==> config.mk <==
export PLATFORM = sky130hd
export DESIGN_NAME = mire_writer_flat
export DESIGN_NICKNAME = d
export VERILOG_FILES = /design/src/rtl/mire_pkg.sv /design/src/rtl/wshb_if.sv /design/src/rtl/mire_pixel.sv /design/src/rtl/mire_writer.sv /design/src/flat_wrapper.sv
export SDC_FILE = /design/constraint.sdc
export NUM_CORES = 1
export LEC_CHECK = 0
export CAP_MARGIN = 0
export CORE_MARGIN = 3
export CORE_UTILIZATION = 25
export CTS_CLUSTER_DIAMETER = 150
export DETAILED_ROUTE_END_ITERATION = 10
export GPL_TIMING_DRIVEN = 0
export PLACE_DENSITY = 0.56
export RECOVER_POWER = 50
export SETUP_SLACK_MARGIN = 0.05
export SLEW_MARGIN = 30
export SYNTH_ARGS = -nofsm -noshare
export SYNTH_HDL_FRONTEND = slang
export SYNTH_SLANG_ARGS = --single-unit
export TNS_END_PERCENT = 100
==> constraint.sdc <==
create_clock -name clk -period 4.7 [get_ports clk]
set_clock_uncertainty 0.2 [all_clocks]
set_input_delay 0.94 -clock clk [delete_from_list [all_inputs] [get_ports clk]]
set_output_delay 0.94 -clock clk [all_outputs]
set_load 0.02 [all_outputs]
==> src/rtl/mire_pkg.sv <==
// Shared types and constants for the test-pattern writer.
package mire_pkg;

    typedef enum logic {IDLE, WRITE} mire_state_t;

    // Colour bars left to right, {R,G,B}.
    localparam logic [23:0] BAR_RGB [8] = '{
        24'hFFFFFF,  // white
        24'hFFFF00,  // yellow
        24'h00FFFF,  // cyan
        24'h00FF00,  // green
        24'hFF00FF,  // magenta
        24'hFF0000,  // red
        24'h0000FF,  // blue
        24'h000000   // black
    };

    localparam logic [23:0] SQ_RGB = 24'h808080;

    // Counter width for a range of n values, never narrower than one bit.
    function automatic int unsigned clog2_min1(input int unsigned n);
        return (n <= 2) ? 1 : $clog2(n);
    endfunction

endpackage

==> src/rtl/wshb_if.sv <==
// Classic Wishbone bus bundle shared by the framebuffer masters and the SDRAM slave.
interface wshb_if #(
    parameter int unsigned DATA_BYTES = 4,
    parameter int unsigned ADDR_WIDTH = 32
) (
    input logic clk,
    input logic rst
);

    logic [8*DATA_BYTES-1:0] dat_ms;
    logic [8*DATA_BYTES-1:0] dat_sm;
    logic [ADDR_WIDTH-1:0]   adr;
    logic                    cyc;
    logic [DATA_BYTES-1:0]   sel;
    logic                    stb;
    logic                    we;
    logic                    ack;
    logic                    err;
    logic                    rty;
    logic [2:0]              cti;
    logic [1:0]              bte;

    modport master (
        input  clk, rst, ack, err, rty, dat_sm,
        output dat_ms, adr, cyc, sel, stb, we, cti, bte
    );

    modport slave (
        input  clk, rst, dat_ms, adr, cyc, sel, stb, we, cti, bte,
        output ack, err, rty, dat_sm
    );

endinterface

==> src/rtl/mire_pixel.sv <==
// Colour of one pixel of the test pattern: bar colour, overridden by the grey square.
module mire_pixel
    import mire_pkg::*;
#(
    parameter int unsigned HDISP = 800,
    parameter int unsigned VDISP = 480,
    parameter int unsigned SQ    = 32,
    parameter int unsigned XW    = 10,
    parameter int unsigned YW    = 9
) (
    input  logic [XW-1:0] x_i,
    input  logic [YW-1:0] y_i,
    input  logic [2:0]    bar_i,
    input  logic [XW-1:0] sq_x_i,
    output logic [31:0]   rgb_o
);

    // Square is vertically centred and never moves in y.
    localparam int unsigned SQ_Y = (VDISP - SQ) / 2;

    logic in_x;
    logic in_y;

    // Square hit test in 32-bit so sq_x+SQ cannot overflow the x width.
    always_comb begin
        in_x  = (32'(x_i) >= 32'(sq_x_i)) && (32'(x_i) < 32'(sq_x_i) + SQ);
        in_y  = (32'(y_i) >= SQ_Y) && (32'(y_i) < SQ_Y + SQ);
        rgb_o = {8'h00, (in_x && in_y) ? SQ_RGB : BAR_RGB[bar_i]};
    end

endmodule

==> src/rtl/mire_writer.sv <==
// Wishbone write master that paints colour bars plus a moving grey square into the framebuffer.
module mire_writer
    import mire_pkg::*;
#(
    parameter int unsigned HDISP     = 800,
    parameter int unsigned VDISP     = 480,
    parameter logic [31:0] BASE_ADDR = 32'h0,
    parameter int unsigned SQ        = 32,
    parameter int unsigned STEP      = 4
) (
    input  logic   clk,
    input  logic   rst_n,
    input  logic   start,
    input  logic   auto_run,
    output logic   busy,
    output logic   frame_done,
    wshb_if.master wshb_ifm
);

    localparam int unsigned XW = clog2_min1(HDISP);
    localparam int unsigned YW = clog2_min1(VDISP);
    localparam int unsigned SW = clog2_min1(HDISP / 8);

    mire_state_t   state_q;
    logic          cyc_q;
    logic          frame_done_q;
    logic [XW-1:0] x_q, x_d;
    logic [YW-1:0] y_q, y_d;
    logic [SW-1:0] sub_q, sub_d;
    logic [2:0]    bar_q, bar_d;
    logic [XW-1:0] sq_x_q, sq_x_d;
    logic [31:0]   adr_q;
    logic [31:0]   dat_q;
    logic [31:0]   pix_rgb;
    logic          last_x;
    logic          frame_end;
    logic [31:0]   sq_sum;

    // Coordinates of the pixel that follows the current one (origin when idle).
    always_comb begin
        last_x    = (x_q == XW'(HDISP - 1));
        frame_end = last_x && (y_q == YW'(VDISP - 1));
        x_d       = '0;
        y_d       = '0;
        sub_d     = '0;
        bar_d     = '0;
        if (state_q == WRITE) begin
            if (last_x) begin
                y_d = y_q + YW'(1);
            end else begin
                x_d = x_q + XW'(1);
                y_d = y_q;
                if (sub_q == SW'(HDISP / 8 - 1)) begin
                    bar_d = bar_q + 3'd1;
                end else begin
                    sub_d = sub_q + SW'(1);
                    bar_d = bar_q;
                end
            end
        end
    end

    // Square position for the next frame, wrapping once it would leave the line.
    always_comb begin
        sq_sum = 32'(sq_x_q) + STEP;
        sq_x_d = (sq_sum > HDISP - SQ) ? '0 : XW'(sq_sum);
    end

    mire_pixel #(
        .HDISP (HDISP),
        .VDISP (VDISP),
        .SQ    (SQ),
        .XW    (XW),
        .YW    (YW)
    ) u_pixel (
        .x_i    (x_d),
        .y_i    (y_d),
        .bar_i  (bar_d),
        .sq_x_i (sq_x_q),
        .rgb_o  (pix_rgb)
    );

    // Frame FSM; counters, address and data are registered together on each ack.
    always_ff @(posedge clk or negedge rst_n) begin
        if (!rst_n) begin
            state_q      <= IDLE;
            cyc_q        <= 1'b0;
            frame_done_q <= 1'b0;
            x_q          <= '0;
            y_q          <= '0;
            sub_q        <= '0;
            bar_q        <= '0;
            sq_x_q       <= '0;
            adr_q        <= BASE_ADDR;
            dat_q        <= '0;
        end else begin
            frame_done_q <= 1'b0;
            case (state_q)
                IDLE: begin
                    if (start || auto_run) begin
                        state_q <= WRITE;
                        cyc_q   <= 1'b1;
                        x_q     <= x_d;
                        y_q     <= y_d;
                        sub_q   <= sub_d;
                        bar_q   <= bar_d;
                        adr_q   <= BASE_ADDR;
                        dat_q   <= pix_rgb;
                    end
                end
                WRITE: begin
                    if (wshb_ifm.ack) begin
                        if (frame_end) begin
                            state_q      <= IDLE;
                            cyc_q        <= 1'b0;
                            frame_done_q <= 1'b1;
                            sq_x_q       <= sq_x_d;
                        end else begin
                            x_q   <= x_d;
                            y_q   <= y_d;
                            sub_q <= sub_d;
                            bar_q <= bar_d;
                            adr_q <= adr_q + 32'd4;
                            dat_q <= pix_rgb;
                        end
                    end
                end
                default: state_q <= IDLE;
            endcase
        end
    end

    assign wshb_ifm.cyc    = cyc_q;
    assign wshb_ifm.stb    = cyc_q;
    assign wshb_ifm.we     = 1'b1;
    assign wshb_ifm.sel    = '1;
    assign wshb_ifm.cti    = 3'b000;
    assign wshb_ifm.bte    = 2'b00;
    assign wshb_ifm.adr    = adr_q;
    assign wshb_ifm.dat_ms = dat_q;
    assign busy            = cyc_q;
    assign frame_done      = frame_done_q;

endmodule

==> src/flat_wrapper.sv <==
// flat-port wrapper written by rule: the top's interface ports become plain ports
module mire_writer_flat import mire_pkg::*;
#(
    parameter int unsigned HDISP     = 800,
    parameter int unsigned VDISP     = 480,
    parameter logic [31:0] BASE_ADDR = 32'h0,
    parameter int unsigned SQ        = 32,
    parameter int unsigned STEP      = 4
)
  (clk, rst_n, start, auto_run, busy, frame_done, rst, wshb_ifm_ack, wshb_ifm_err, wshb_ifm_rty, wshb_ifm_dat_sm, wshb_ifm_dat_ms, wshb_ifm_adr, wshb_ifm_cyc, wshb_ifm_sel, wshb_ifm_stb, wshb_ifm_we, wshb_ifm_cti, wshb_ifm_bte);
  wshb_if wshb_ifm_i (.clk(clk), .rst(rst));
  input  logic clk;
  input  logic rst_n;
  input  logic start;
  input  logic auto_run;
  output logic busy;
  output logic frame_done;
  input wire logic rst;
  input wire logic [$bits(wshb_ifm_i.ack)-1:0] wshb_ifm_ack;
  input wire logic [$bits(wshb_ifm_i.err)-1:0] wshb_ifm_err;
  input wire logic [$bits(wshb_ifm_i.rty)-1:0] wshb_ifm_rty;
  input wire logic [$bits(wshb_ifm_i.dat_sm)-1:0] wshb_ifm_dat_sm;
  output wire logic [$bits(wshb_ifm_i.dat_ms)-1:0] wshb_ifm_dat_ms;
  output wire logic [$bits(wshb_ifm_i.adr)-1:0] wshb_ifm_adr;
  output wire logic [$bits(wshb_ifm_i.cyc)-1:0] wshb_ifm_cyc;
  output wire logic [$bits(wshb_ifm_i.sel)-1:0] wshb_ifm_sel;
  output wire logic [$bits(wshb_ifm_i.stb)-1:0] wshb_ifm_stb;
  output wire logic [$bits(wshb_ifm_i.we)-1:0] wshb_ifm_we;
  output wire logic [$bits(wshb_ifm_i.cti)-1:0] wshb_ifm_cti;
  output wire logic [$bits(wshb_ifm_i.bte)-1:0] wshb_ifm_bte;
  assign wshb_ifm_i.ack = wshb_ifm_ack;
  assign wshb_ifm_i.err = wshb_ifm_err;
  assign wshb_ifm_i.rty = wshb_ifm_rty;
  assign wshb_ifm_i.dat_sm = wshb_ifm_dat_sm;
  assign wshb_ifm_dat_ms = wshb_ifm_i.dat_ms;
  assign wshb_ifm_adr = wshb_ifm_i.adr;
  assign wshb_ifm_cyc = wshb_ifm_i.cyc;
  assign wshb_ifm_sel = wshb_ifm_i.sel;
  assign wshb_ifm_stb = wshb_ifm_i.stb;
  assign wshb_ifm_we = wshb_ifm_i.we;
  assign wshb_ifm_cti = wshb_ifm_i.cti;
  assign wshb_ifm_bte = wshb_ifm_i.bte;
  mire_writer #(.HDISP(HDISP), .VDISP(VDISP), .BASE_ADDR(BASE_ADDR), .SQ(SQ), .STEP(STEP)) u_core (.clk(clk), .rst_n(rst_n), .start(start), .auto_run(auto_run), .busy(busy), .frame_done(frame_done), .wshb_ifm(wshb_ifm_i));
endmodule
# ---- Word-level counts from Yosys, hierarchy flattened
# Memories as Yosys holds them, arrays and structs flattened.
# Index checks and enable logic that the tools add are counted.
dict set report totals {
  output_inout_bits 78
  n_memories 1
  register_bits 106
  wordCells 90
  mem_bits_ro 192
}
# memory depth word_bits rd rd_ports_with_merged_regs wr line
set mem_list {}
lappend mem_list {{(no name shown)} 8 24 1 0 0 mire_pixel.sv:28} ;# rgb_o = {8'h00, (in_x && in_y) ? SQ_RGB : BAR_RGB[bar_i]};
dict set report classes {
  order_cmp 6
  add_sub_neg 7
  eq_ne 7
  n_bitwise 2
  reduce_logical 8
  muxes 49
}
# cell n
set ops {}
lappend ops {{2-to-1 mux 32 bit} 6}
lappend ops {{case mux 32 bit (2 select lines)} 2}
lappend ops {{2-to-1 mux 24 bit} 3}
lappend ops {{2-to-1 mux 10 bit} 6}
lappend ops {{2-to-1 mux 9 bit} 5}
lappend ops {{2-to-1 mux 7 bit} 6}
lappend ops {{adder 32 x 3 -> 32 bit, second input constant} 1}
lappend ops {{greater-than comparator 32 x 10 -> 1 bit, second input constant} 1}
lappend ops {{case mux 10 bit (2 select lines)} 1}
lappend ops {{2-to-1 mux 3 bit} 6}
lappend ops {{case mux 9 bit (2 select lines)} 1}
lappend ops {{case mux 7 bit (2 select lines)} 1}
lappend ops {{adder 10 x 3 -> 11 bit, second input constant} 1}
lappend ops {{adder 10 x 6 -> 11 bit, second input constant} 1}
lappend ops {{< comparator 10 x 11 -> 1 bit} 1}
lappend ops {{adder 10 x 1 -> 10 bit, second input constant} 1}
lappend ops {{equality test 10 bit, second input constant} 1}
lappend ops {{greater-or-equal comparator 10 bit} 1}
lappend ops {{adder 9 x 1 -> 9 bit, second input constant} 1}
lappend ops {{equality test 9 bit, second input constant} 1}
lappend ops {{greater-or-equal comparator 9 x 8 -> 1 bit, second input constant} 1}
lappend ops {{< comparator 9 bit, second input constant} 1}
lappend ops {{2-to-1 mux 1 bit} 9}
lappend ops {{AND reduction 3 bit} 3}
lappend ops {{other kinds (12)} 18}

# ---- Logic depth before layout (Yosys ltp)
dict set report logic_depth {
  depth_word 12
  ltp_mapped 13
  mapped_depth_nobuf 12
}

# ---- Hierarchy
# From an unflattened synthesis, not the netlist that was laid out.
dict set report unflattened {
  cells_unflattened 684
  hier_area_um2 6267.3
}
# mod n_inst area_per_inst_um2 cells_each
set modules_own_cells {}
lappend modules_own_cells {mire_writer 1 5515.3 585}
lappend modules_own_cells {mire_pixel 1 752.0 99}

# ---- Worst setup path after synthesis
# Ideal clock, no wire load.
dict set report synth_timing {
  path_kind {register to register}
  startpoint {reg u_core.x_q[5]}
  endpoint {reg u_core.dat_q[14] (netlist: u_core.wshb_ifm.dat_ms[14])}
  t_arrival_ns 3.269
  path_slack_ns 1.094
  path_buffers 2
  t_required_ns 4.363
  synth_period_minus_slack_ns 3.606
  stages_incl_launch_ff 14
  setup_ns 0.137
  path_cell_list {dfrtp_1 > or3_1 > buf_6 > or3_2 > clkbuf_1 > nand2_1 > nor2_1 > ha_1 > o211ai_1 > nand2_1 > a2111oi_0 > o2111ai_1 > nor4b_4 > o21ai_0}
}
dict set report synth_between {
  elab_cells_between_ends 27
}
# item line
set synth_lines {}
lappend synth_lines {{start: declaration} mire_writer.sv:27} ;# logic [XW-1:0] x_q, x_d;
lappend synth_lines {{start signal: assignment} mire_writer.sv:89} ;# x_q <= '0;
lappend synth_lines {{start signal: assignment} mire_writer.sv:103} ;# x_q <= x_d;
lappend synth_lines {{start signal: assignment} mire_writer.sv:119} ;# x_q <= x_d;
lappend synth_lines {{equality test 10 bit *} mire_writer.sv:41} ;# last_x = (x_q == XW'(HDISP - 1));
lappend synth_lines {{2-to-1 mux 10 bit *} mire_writer.sv:48} ;# if (last_x) begin
lappend synth_lines {{2-to-1 mux 10 bit *} mire_writer.sv:47} ;# if (state_q == WRITE) begin
lappend synth_lines {{named net u_core.u_pixel.x_i[3]} mire_pixel.sv:11} ;# input logic [XW-1:0] x_i,
lappend synth_lines {{< comparator 10 x 11 -> 1 bit / greater-or-equal comparator 10 bit (equally long branches)} mire_pixel.sv:26} ;# in_x = (32'(x_i) >= 32'(sq_x_i)) && (32'(x_i) < 32'(sq_x_i) + SQ);
lappend synth_lines {{logical AND 1 bit *} mire_pixel.sv:26}
lappend synth_lines {{logical AND 1 bit *} mire_pixel.sv:28}
lappend synth_lines {{2-to-1 mux 24 bit *} mire_pixel.sv:28}
lappend synth_lines {{2-to-1 mux 32 bit} mire_writer.sv:113} ;# if (frame_end) begin
lappend synth_lines {{2-to-1 mux 32 bit} mire_writer.sv:112} ;# if (wshb_ifm.ack) begin
lappend synth_lines {{case mux 32 bit (2 select lines) *} mire_writer.sv:98} ;# case (state_q)
lappend synth_lines {{end signal: assignment} mire_writer.sv:108} ;# dat_q <= pix_rgb;
lappend synth_lines {{end signal: assignment} mire_writer.sv:124} ;# dat_q <= pix_rgb;
lappend synth_lines {{end: declaration} mire_writer.sv:33} ;# logic [31:0] dat_q;
# Mark *: on every way through the listed nets, which the timed path passes. The rest lies on a longest branch. The select of a mux whose other input is x is not followed.
# A chain may end at the register's enable or synchronous reset.

# ---- Final worst setup path
# Ends and elaborated chain as after synthesis.

==> flow_summary.yaml <==
critical_path:
  crit_start: "u_core.x_q[5]$_DFFE_PN0P_"
  critPathRequiredTime_ns: 4.70
  crit_path_end_kind: "flip-flop"
  largest_driver_fanout_on_the_critical_path: 9
  criticalPathCategory: "flip-flop to flip-flop"
  startpoint_type: "flip-flop"
  worst-endpoint-arrival_ns: 4.17
  rr_worst_depth: 13
  worst_r2r_startpoint: "u_core.x_q[5]$_DFFE_PN0P_"
yosys:
  synth.yosys.seq_area_share_pct: 39.9
  yosys-mux-area-fraction_pct: 3.15
  synth.most_common_cell: "dfrtp_1"
  dominantRegCellSynth: "dfrtp_1"
  synth-warning-count: 0
  netlist.top_cell.by_area: "dfrtp_1"
  unique_masters_post_synth: 54
  synth_top_family_by_area: "simple AND/OR/NAND/NOR gates"
  synth_enable_flop_cells: 0
  area_fraction_of_the_dominant_cell_type_after_synthesis_pct: 39.9
  post_synth_main_area_contributors: "dfrtp_1 40%, buf_4 6.3%, xnor2_1 5.7%"
  synth_fa_ha_area_share_pct: 5.51
  synthCells: 531
  synth-simple-area-share_pct: 23.9
  synth_common_cells: "76 x dfrtp_1, 65 x nor2_1, 50 x nand2_1"
  synth-seq-cells: 76
  yosys.area_share.xor_xnor_pct: 9.55
  async_flop_share_pct: 100
  synth_area_per_cell_um2: 8.98
  mappedNetlistArea_um2: 4770
  area_fraction_in_compound_gates_after_synthesis_pct: 8.22
timing:
  worstMarginPinSlew_ns: 1.55
  post-route-min-period_ns: 4.18
  setup_violations: 0
  timing.final.max_slew_violations: 61
  max_freq_mhz: 239
  rsz_0062_raised_after_global_routing: "false"
  final.period_utilization_pct: 88.9
  final.setup.worst_slack_ns: 0.522
  final-hold-violation-count: 0
  slew_headroom_pct: -3.47
clock_tree:
  clkLatencyLatePin_ns: 0.33
  cts-resized-gates: 0
  clock_tree.buffer_depth: 2
  post-cts-setup-buffer-count: 0
  clock_tree_from_tritoncts: "done"
  cts-htree-levels: 3
  clock_sinks: 76
  tritoncts.num_buffers: 9
  ctsHoldBuffers: 0
  clkSlewWorstSetupHoldPaths_ns: 0.06
  clockRootBuffer: "clkbuf_16"
power_and_ir_drop:
  power.density_nw_per_um2: 321
  peakVddDrop_v: 0.000168
  report.power.total_mw: 1.94
  pleak_nw: 2.75
min_path:
  hold_depth: 2
  hold_start: "u_core.sub_q[1]$_DFFE_PN0P_"
  worst_hold_path_type: "flip-flop to flip-flop"
placement:
  buffer_ports.inserted: 62
  dp.final_hpwl_um: 8340
  place_congestion: 0.796
  dp_slack_ns: 0.461
floorplanning:
  die-area_um2: 20800
  placementRows: 49
  die_width_um: 144
  initial_core_util_pct: 26.0
  floorplan.io_pins: 118
  die_y_um: 144
  core_um2: 18300
detailed_routing:
  postRouteWirelength_um: 11300
  routed-via-count: 3898
  drt-vias-per-instance: 4.55
  drcViolationCount: 0
  detail_route.first_pass.iterations: 4
  routed_wire_length_per_instance_um: 13.2
  initial_drt_markers: 217
  ant_nets: 0
global_route:
  track_usage_pct: 11.3
  maximum_number_of_pins_on_one_net_before_global_route_repair: 61
  grt_antenna_before_repair: 0
  grt_remaining_overflow: 0
  grt_pass1_wl_um: 18900
  grt_pass1_vias: 3573
run_status:
  run_status: "finished, violations left"
  violations: "max-capacitance violations, max-slew violations"
flow_run:
  cap_violations: 1
layout:
  layout-drive-gt1-share_pct: 13.6
  fillCellCount: 1895
  area.growth.synth_to_final_pct: 26.7
  n_antenna_cell: 0
  postLayoutCoreUtil_pct: 32.9
  final_nets: 684
  multi_input_area_um2: 2480
  sequential_cell_area_um2: 1900
[area by class of cell]
cell class / count / share of cell area (%)
buffer: 62 / 6.57
clock buffer: 11 / 4.02
clock inverter: 4 / 0.829
inverter: 16 / 0.995
multi-input combinational: 395 / 41.1
sequential: 76 / 31.5
tap: 229 / 4.75
timing repair buffer: 63 / 10.3
[cell usage in the layout (no fill, tap or decap), types with 3 or more instances in the layout]
cell and instances:
dfrtp_1 76, nor2_1 65, nand2_1 50, buf_4 40, clkdlybuf4s50_1 32, xnor2_1 31
dlygate4sd3_1 29, nand3_1 28, o21ai_0 24, xor2_1 21, ha_1 21, conb_1 20
clkbuf_1 18, nand4_1 18, nor3_1 16, inv_1 15, a21oi_1 11, and3_1 10
nor4_1 10, clkbuf_16 9, mux2_2 8, a31oi_1 7, mux2i_1 6, buf_2 5
or3_1 4, nand2b_1 4, and4_1 3, o22ai_1 3
[state kept, by name, summed over array words and instances, names as in the netlist]
register and cells:
u_core.bar_q 3, u_core.busy 1, u_core.frame_done 1, u_core.sq_x_q 8, u_core.state_q 1, u_core.sub_q 7, u_core.wshb_ifm.adr 30, u_core.wshb_ifm.dat_ms 6
u_core.x_q 10, u_core.y_q 9
[report_power, final]
part	internal, mW	switching [mW]
logic	0.198	0.224
registers	0.731	0.0971
clock network	0.422	0.269
total	1.35	0.590
[worst paths after layout]
kind,endpoint,slack (ns)
worst max register to register,u_core.wshb_ifm.dat_ms[14]$_DFFE_PN0P_,0.52
worst min register to register,u_core.sub_q[1]$_DFFE_PN0P_,0.29
worst min-delay path,u_core.sub_q[1]$_DFFE_PN0P_,0.29
min in group asynchronous,u_core.wshb_ifm.adr[26]$_DFFE_PN0P_,0.50
max in group asynchronous,u_core.wshb_ifm.adr[2]$_DFFE_PN0P_,1.79
worst max-delay path,u_core.wshb_ifm.dat_ms[14]$_DFFE_PN0P_,0.52
[metal layers]
layer	wire length [um]	global-route usage, %
met2	4870	16.5
met3	535	2.55
met5	0	0
met1	5780	16.8
met4	116	2.53
[through the flow]
stage	area [um2]	hold WS (ns)	TNS [ns]	std cells
after global placement	5740	0.280	-30.02	840
after floorplan	4830	0.257	0	549
after detailed placement	5770	0.283	0	841
after CTS	6060	0.223	0	856
final	6040	0.291	0	856
after global routing	6040	0.318	0	856
[critical path: stages, from the launching register on]
cell	delay, ns
dfrtp_1	0.43
or3_1	0.40
buf_6	0.15
or3_2	0.46
clkbuf_1	0.18
nand2_1	0.27
nor2_1	0.14
ha_1	0.31
o211ai_1	0.09
nand2_1	0.10
a2111oi_0	0.41
o2111ai_1	0.24
nor4b_4	0.51
o21ai_0	0.16
[cells by family after synthesis]
group                      count (synthesis)
DFF                                       76
buffers and inverters                     78
AOI/OAI and AO/OA                         62
xor gates and xnor gates                  52
and+or+nand+nor                          226
muxes                                     14
other                                      2
adders and majority gates                 21
Note: power is estimated with default switching activity, not from simulation.
